**src/rtl/seg_scan_pkg.sv**
```systemverilog
// Shared types and constants for the four-digit seven-segment scan driver.
// Glyphs are active-high here; the top level inverts them for the active-low pins.
package seg_pkg;

  typedef enum logic [1:0] {IDLE, BLANK, SHOW} state_t;

  localparam logic [6:0] SEG_OFF = 7'h7F;

  // Index = nibble value; bit 0 = segment a ... bit 6 = segment g
  localparam logic [6:0] GLYPH [16] = '{
    7'h3F, 7'h06, 7'h5B, 7'h4F, 7'h66, 7'h6D, 7'h7D, 7'h07,
    7'h7F, 7'h6F, 7'h77, 7'h7C, 7'h39, 7'h5E, 7'h79, 7'h71
  };

endpackage

```
**src/rtl/seg_scan_if.sv**
```systemverilog
// Display-side bundle of the scan driver: scan source, value to show, and panel drive.
interface seg_scan_if;
  logic        clk_div;
  logic [15:0] value;
  logic [3:0]  dp_en;
  logic        blank_lead;
  logic [3:0]  an;
  logic [6:0]  seg;
  logic        dp;
  logic        frame_done;

  modport master (output clk_div, value, dp_en, blank_lead,
                  input  an, seg, dp, frame_done);
  modport slave  (input  clk_div, value, dp_en, blank_lead,
                  output an, seg, dp, frame_done);
endinterface

```
**src/rtl/seg_scan_hex7seg.sv**
```systemverilog
// Combinational nibble to active-high seven-segment pattern.
module hex7seg
  import seg_pkg::*;
(
  input  logic [3:0] i_nib,
  output logic [6:0] o_seg
);
  assign o_seg = GLYPH[i_nib];
endmodule

```
**src/rtl/seg_scan.sv**
```systemverilog
// Four-digit scan driver: one digit per rising edge of clk_div, anode-off guard before
// each digit change, per-frame snapshot of value/dp_en, optional leading-zero blanking.
module seg_scan
  import seg_pkg::*;
#(
  parameter int GUARD = 2
) (
  input  logic       sysclk,
  input  logic       rst_n,
  seg_scan_if.slave  bus
);

  localparam logic [3:0] GUARD_LAST = (GUARD > 0) ? 4'(GUARD - 1) : 4'd0;

  logic        r_clk_q;
  logic        w_tick;
  state_t      r_state, w_state_next;
  logic [3:0]  r_gcnt, w_gcnt_next;
  logic [1:0]  r_idx, w_idx_next;
  logic [15:0] r_snap, w_snap_next;
  logic [3:0]  r_dp_snap, w_dp_snap_next;
  logic        w_new_frame;
  logic [3:0]  w_blank;
  logic [3:0]  w_nib;
  logic [6:0]  w_glyph;
  logic        w_show;
  logic [3:0]  r_an, w_an_next;
  logic [6:0]  r_seg, w_seg_next;
  logic        r_dp, w_dp_next;
  logic        r_frame_done;

  assign w_tick         = bus.clk_div & ~r_clk_q;
  assign w_idx_next     = w_tick ? r_idx + 2'd1 : r_idx;
  assign w_new_frame    = w_tick && (r_idx == 2'd3);
  assign w_snap_next    = w_new_frame ? bus.value : r_snap;
  assign w_dp_snap_next = w_new_frame ? bus.dp_en : r_dp_snap;

  // Digit k blanks when every nibble from k upward is zero; digit 0 always shows
  assign w_blank[0] = 1'b0;
  for (genvar gi = 1; gi < 4; gi++) begin : g_blank
    assign w_blank[gi] = bus.blank_lead && (w_snap_next[15:4*gi] == '0);
  end

  assign w_nib = w_snap_next[4*w_idx_next +: 4];

  hex7seg u_hex7seg (
    .i_nib (w_nib),
    .o_seg (w_glyph)
  );

  always_ff @(posedge sysclk) begin
    if (!rst_n) begin
      r_state <= IDLE;
    end else begin
      r_state <= w_state_next;
    end
  end

  always_comb begin
    w_state_next = r_state;
    w_gcnt_next  = '0;
    case (r_state)
      IDLE, SHOW: begin
        if (w_tick) w_state_next = (GUARD == 0) ? SHOW : BLANK;
      end
      BLANK: begin
        // A tick here restarts the guard with the count already cleared above
        if (w_tick)                     w_state_next = (GUARD == 0) ? SHOW : BLANK;
        else if (r_gcnt == GUARD_LAST)  w_state_next = SHOW;
        else                            w_gcnt_next  = r_gcnt + 4'd1;
      end
      default: w_state_next = IDLE;
    endcase
  end

  // Outputs are computed from next-cycle state so the registered pins line up with it
  always_comb begin
    w_show     = (w_state_next == SHOW) && !w_blank[w_idx_next];
    w_an_next  = 4'hF;
    w_seg_next = SEG_OFF;
    w_dp_next  = 1'b1;
    if (w_show) begin
      w_an_next  = ~(4'b0001 << w_idx_next);
      w_seg_next = ~w_glyph;
      w_dp_next  = ~w_dp_snap_next[w_idx_next];
    end
  end

  always_ff @(posedge sysclk) begin
    if (!rst_n) begin
      r_clk_q      <= 1'b0;
      r_gcnt       <= '0;
      r_idx        <= 2'd3;
      r_snap       <= '0;
      r_dp_snap    <= '0;
      r_an         <= 4'hF;
      r_seg        <= SEG_OFF;
      r_dp         <= 1'b1;
      r_frame_done <= 1'b0;
    end else begin
      r_clk_q      <= bus.clk_div;
      r_gcnt       <= w_gcnt_next;
      r_idx        <= w_idx_next;
      r_snap       <= w_snap_next;
      r_dp_snap    <= w_dp_snap_next;
      r_an         <= w_an_next;
      r_seg        <= w_seg_next;
      r_dp         <= w_dp_next;
      r_frame_done <= w_new_frame;
    end
  end

  assign bus.an         = r_an;
  assign bus.seg        = r_seg;
  assign bus.dp         = r_dp;
  assign bus.frame_done = r_frame_done;

endmodule

```
**src/flat_wrapper.sv**
```systemverilog
// flat-port wrapper written by rule: the top's interface ports become plain ports
module seg_scan_flat import seg_pkg::*;
#(
  parameter int GUARD = 2
)
  (sysclk, rst_n, bus_clk_div, bus_value, bus_dp_en, bus_blank_lead, bus_an, bus_seg, bus_dp, bus_frame_done);
  seg_scan_if bus_i ();
  input  logic sysclk;
  input  logic rst_n;
  input wire logic [$bits(bus_i.clk_div)-1:0] bus_clk_div;
  input wire logic [$bits(bus_i.value)-1:0] bus_value;
  input wire logic [$bits(bus_i.dp_en)-1:0] bus_dp_en;
  input wire logic [$bits(bus_i.blank_lead)-1:0] bus_blank_lead;
  output wire logic [$bits(bus_i.an)-1:0] bus_an;
  output wire logic [$bits(bus_i.seg)-1:0] bus_seg;
  output wire logic [$bits(bus_i.dp)-1:0] bus_dp;
  output wire logic [$bits(bus_i.frame_done)-1:0] bus_frame_done;
  assign bus_i.clk_div = bus_clk_div;
  assign bus_i.value = bus_value;
  assign bus_i.dp_en = bus_dp_en;
  assign bus_i.blank_lead = bus_blank_lead;
  assign bus_an = bus_i.an;
  assign bus_seg = bus_i.seg;
  assign bus_dp = bus_i.dp;
  assign bus_frame_done = bus_i.frame_done;
  seg_scan #(.GUARD(GUARD)) u_core (.sysclk(sysclk), .rst_n(rst_n), .bus(bus_i));
endmodule
```
**config.mk**
```make
export PLATFORM = sky130hd
export DESIGN_NAME = seg_scan_flat
export DESIGN_NICKNAME = d
export VERILOG_FILES = /design/src/rtl/seg_scan_pkg.sv /design/src/rtl/seg_scan_if.sv /design/src/rtl/seg_scan_hex7seg.sv /design/src/rtl/seg_scan.sv /design/src/flat_wrapper.sv
export SDC_FILE = /design/constraint.sdc
export NUM_CORES = 1
export LEC_CHECK = 0
export BUFFER_PORTS_ARGS = -buffer_cell sky130_fd_sc_hd__buf_2
export CAP_MARGIN = 20
export CORE_MARGIN = 3
export CORE_UTILIZATION = 54
export CTS_CLUSTER_DIAMETER = 50
export DETAILED_ROUTE_END_ITERATION = 10
export PLACE_DENSITY = 0.82
export SLEW_MARGIN = 20
export SYNTH_ARGS = -nofsm -noshare
export SYNTH_HDL_FRONTEND = slang
export SYNTH_SLANG_ARGS = --single-unit
```
**constraint.sdc**
```tcl
create_clock -name sysclk -period 2.8 [get_ports sysclk]
set_input_delay 0.56 -clock sysclk [delete_from_list [all_inputs] [get_ports sysclk]]
set_output_delay 0.56 -clock sysclk [all_outputs]
set_load 0.01 [all_outputs]
```
==> impl_metrics.py <==
metrics = {
    "status": {
        "outcome": "finished clean",
    },
    "power_and_ir_drop": {
        "seqPwrFrac_pct": 48.5,
        "p_per_area_nw_per_um2": 590,
        "switching_power_mw": 0.443,
        "p_int_mw": 0.894,
        "p_clk_share_pct": 23.5,
        "combPwrFrac_pct": 28.1,
        "p_leak_nw": 1.03,
        "vdd_drop_max_uv": 434,
        "total_power_mw": 1.34,
        "switching_share_pct": 33.2,
    },
    "finish": {
        "final_area_sq_um": 2270,
        "final_cell_mix": "dfxtp_1, buf_2, nor2_1",
        "num_antenna_cells": 0,
        "fin_nets": 279,
        "syn2layout_area_growth_pct": 16.6,
        "final_cells": 293,
        "layout_commonest_cell": "dfxtp_1",
        "drive_above_1_share_pct": 25.9,
        "utilization_pct": 66.9,
    },
    "die": {
        "start_util_pct": 57.4,
        "ios": 37,
        "die_y_microns": 66.0,
        "dieArea_sq_um": 4360,
        "rows": 21,
        "die_x_microns": 66.0,
        "core_region_area_sq_um": 3390,
    },
    "clock_network": {
        "cts_sinks": 42,
        "clkTransAtPathRegs_ps": 130,
        "ctsLongestPathBuffers": 2,
        "post_cts_buffers": 0,
        "cts_tree": "done",
        "clockRootBuffer": "clkbuf_4",
        "clk_latency_ps": 370,
        "cts.htree.levels": 2,
        "cts_buffers": 5,
    },
    "logic_synthesis": {
        "ys_ff_latch": 42,
        "synthFlopType": "dfxtp_1",
        "ys_types": 48,
        "synth_edf_count": 0,
        "syn_area_sq_um": 1940,
        "yosys_warnings": 0,
        "synth_nets": 237,
        "ys_async_sr_fraction_pct": 0,
        "synthCells": 204,
        "yosysSeqAreaShare_pct": 43.2,
        "avgSynthCellArea_sq_um": 9.53,
    },
    "route": {
        "drtIter0Drc": 51,
        "via_count": 1617,
        "firstDrtPassIters": 5,
        "drc": 0,
        "final_antenna_net_count": 0,
        "wl_microns": 3990,
        "wl_per_cell_microns": 13.6,
        "routed_via_density": 5.52,
    },
    "grt": {
        "grt_pass1_vias": 1554,
        "overflow": 0,
        "grt_pass1_wl_microns": 6730,
        "grt_max_degree": 23,
        "grt.total_usage_pct": 20.6,
        "antenna_found_initial": 0,
    },
    "timing": {
        "finalMaxSlewViolations": 0,
        "max_clock_freq_mhz": 384,
        "setup_slack_ps": 199,
        "fin_crit_sh_pct": 92.9,
        "tns_ps": 0,
        "holdWs_ps": 409,
        "relSlewSlack_pct": 55.1,
        "skew_ps": 10.8,
        "hold_viol_final": 0,
        "max_slew.worst_pin.slew_ps": 672,
        "fin_crit_ps": 2600,
        "grt_setup_unrepaired": "false",
        "setup_viol": 0,
    },
    "worst_setup_path": {
        "cp-end-kind": "flop",
        "cp_cell_sequence": "ha_1 -> nand3b_1 -> buf_12 -> mux2i_1 -> nor2_1 -> nor4_4 -> inv_2 -> ha_1 -> nor2b_1 -> a211oi_1 -> o21ai_1",
        "critPathMaxStageDelay_ps": 440,
        "critPathArrivalTime_ps": 2860,
        "crit_fanout": 17,
        "startpoint_type": "flop",
        "crit_required_ps": 3060,
        "path_common_cell": "ha_1",
        "cp_slowest_cell": "dfxtp_1",
        "worstSetupPathType": "reg2reg",
    },
    "place": {
        "dp_hpwl_microns": 3020,
        "placed_cells": 285,
        "place.port_buffers": 36,
        "postPlaceCellArea_sq_um": 2200,
        "gp_congestion": 0.756,
        "dp_worst_setup_slack_ps": 95.8,
    },
    "worst_hold_path": {
        "hp-class": "in2reg",
    },
    "job": {
        "cap_violations": 0,
    },
}
[repair_timing]
| item | in CTS | in global routing |
|---|---|---|
| endpoints found under the setup margin | 0 | 1 |
| resized for setup | 0 | 1 |
| hold buffers | 0 | 0 |
| hold endpoints to repair | 0 | 0 |
[cells in the mapped netlist (all sizes together), types with 2 or more instances]
cell type,number,area share (%)
o31a,2,0.90
o22ai,4,1.3
nand2,17,3.3
a31o,2,0.90
o31ai,4,1.5
a22oi,5,1.9
mux2i,23,12
dfxtp,42,43
inv,6,1.2
nand3b,2,0.77
o221ai,2,0.90
a31oi,3,0.97
a211oi,3,1.2
clkbuf,2,0.39
ha,9,5.8
xnor2,3,1.4
nor4,2,1.4
nor2,37,7.4
nand3,5,1.3
o211ai,3,1.4
buf,8,2.8
[cells by family after synthesis]
logic type	Yosys count	share of synthesized area (%)
and+or+nand+nor	75	18.5
DFF	42	43.2
AOI/OAI and AO/OA	35	13.8
muxes	23	12.5
buffers and inverters	16	4.38
adders and majority gates	9	5.79
xor gates and xnor gates	4	1.80
[worst paths after layout]
check             cells past startpoint           endpoint  slack [ps]        startpoint
hold reg to reg                       1   u_core.r_gcnt[0]         500  u_core.r_gcnt[0]
setup reg to reg                     11  u_core.bus.seg[3]         200   u_core.r_idx[1]
hold / removal                        2    u_core.r_idx[1]         410             rst_n
setup / recovery                     11  u_core.bus.seg[3]         200   u_core.r_idx[1]
[flip-flops by register name, indices dropped and copies added (netlist names), 2 cells and up]
signal            cells
u_core.r_gcnt         4
u_core.r_state        2
u_core.r_snap        16
u_core.r_idx          2
u_core.bus.an         4
u_core.bus.seg        7
u_core.r_dp_snap      4
[area by class of cell]
type                            instances  area [sq um]
Clock inverter                          3          23.8
Tap cell                               46          57.6
Inverter                                6          22.5
Multi-Input combinational cell        146          1020
Clock buffer                            5          37.5
Sequential cell                        42           841
Fill cell                             284          1120
Timing Repair Buffer                   45           260
[power by group through the flow]
stage	clock [mW]	sequential, mW	combinational [mW]
floorplan	0	0.666	0.267
global placement	0	0.660	0.363
detailed placement	0	0.662	0.369
CTS	0.321	0.648	0.371
global route	0.343	0.652	0.419
finish	0.314	0.648	0.375
[worst max-delay path: cells and delay by family, from the launching register on]
| family | cells | cell delay (ps) |
|---|---|---|
| compound gates | 2 | 300 |
| fa+ha+maj | 2 | 440 |
| buf+inv | 2 | 330 |
| flops | 1 | 440 |
| mux | 1 | 200 |
| simple gates | 4 | 780 |
[routing by layer]
layer,vias up,part of all wire [%],global-route usage [%]
li1,810,-,-
met1,760,45,24.2
met2,40,48,34.9
met3,7,5.8,6.29
met4,0,1.7,8.12
met5,-,0,0
Note: power is estimated with default switching activity, not from simulation.
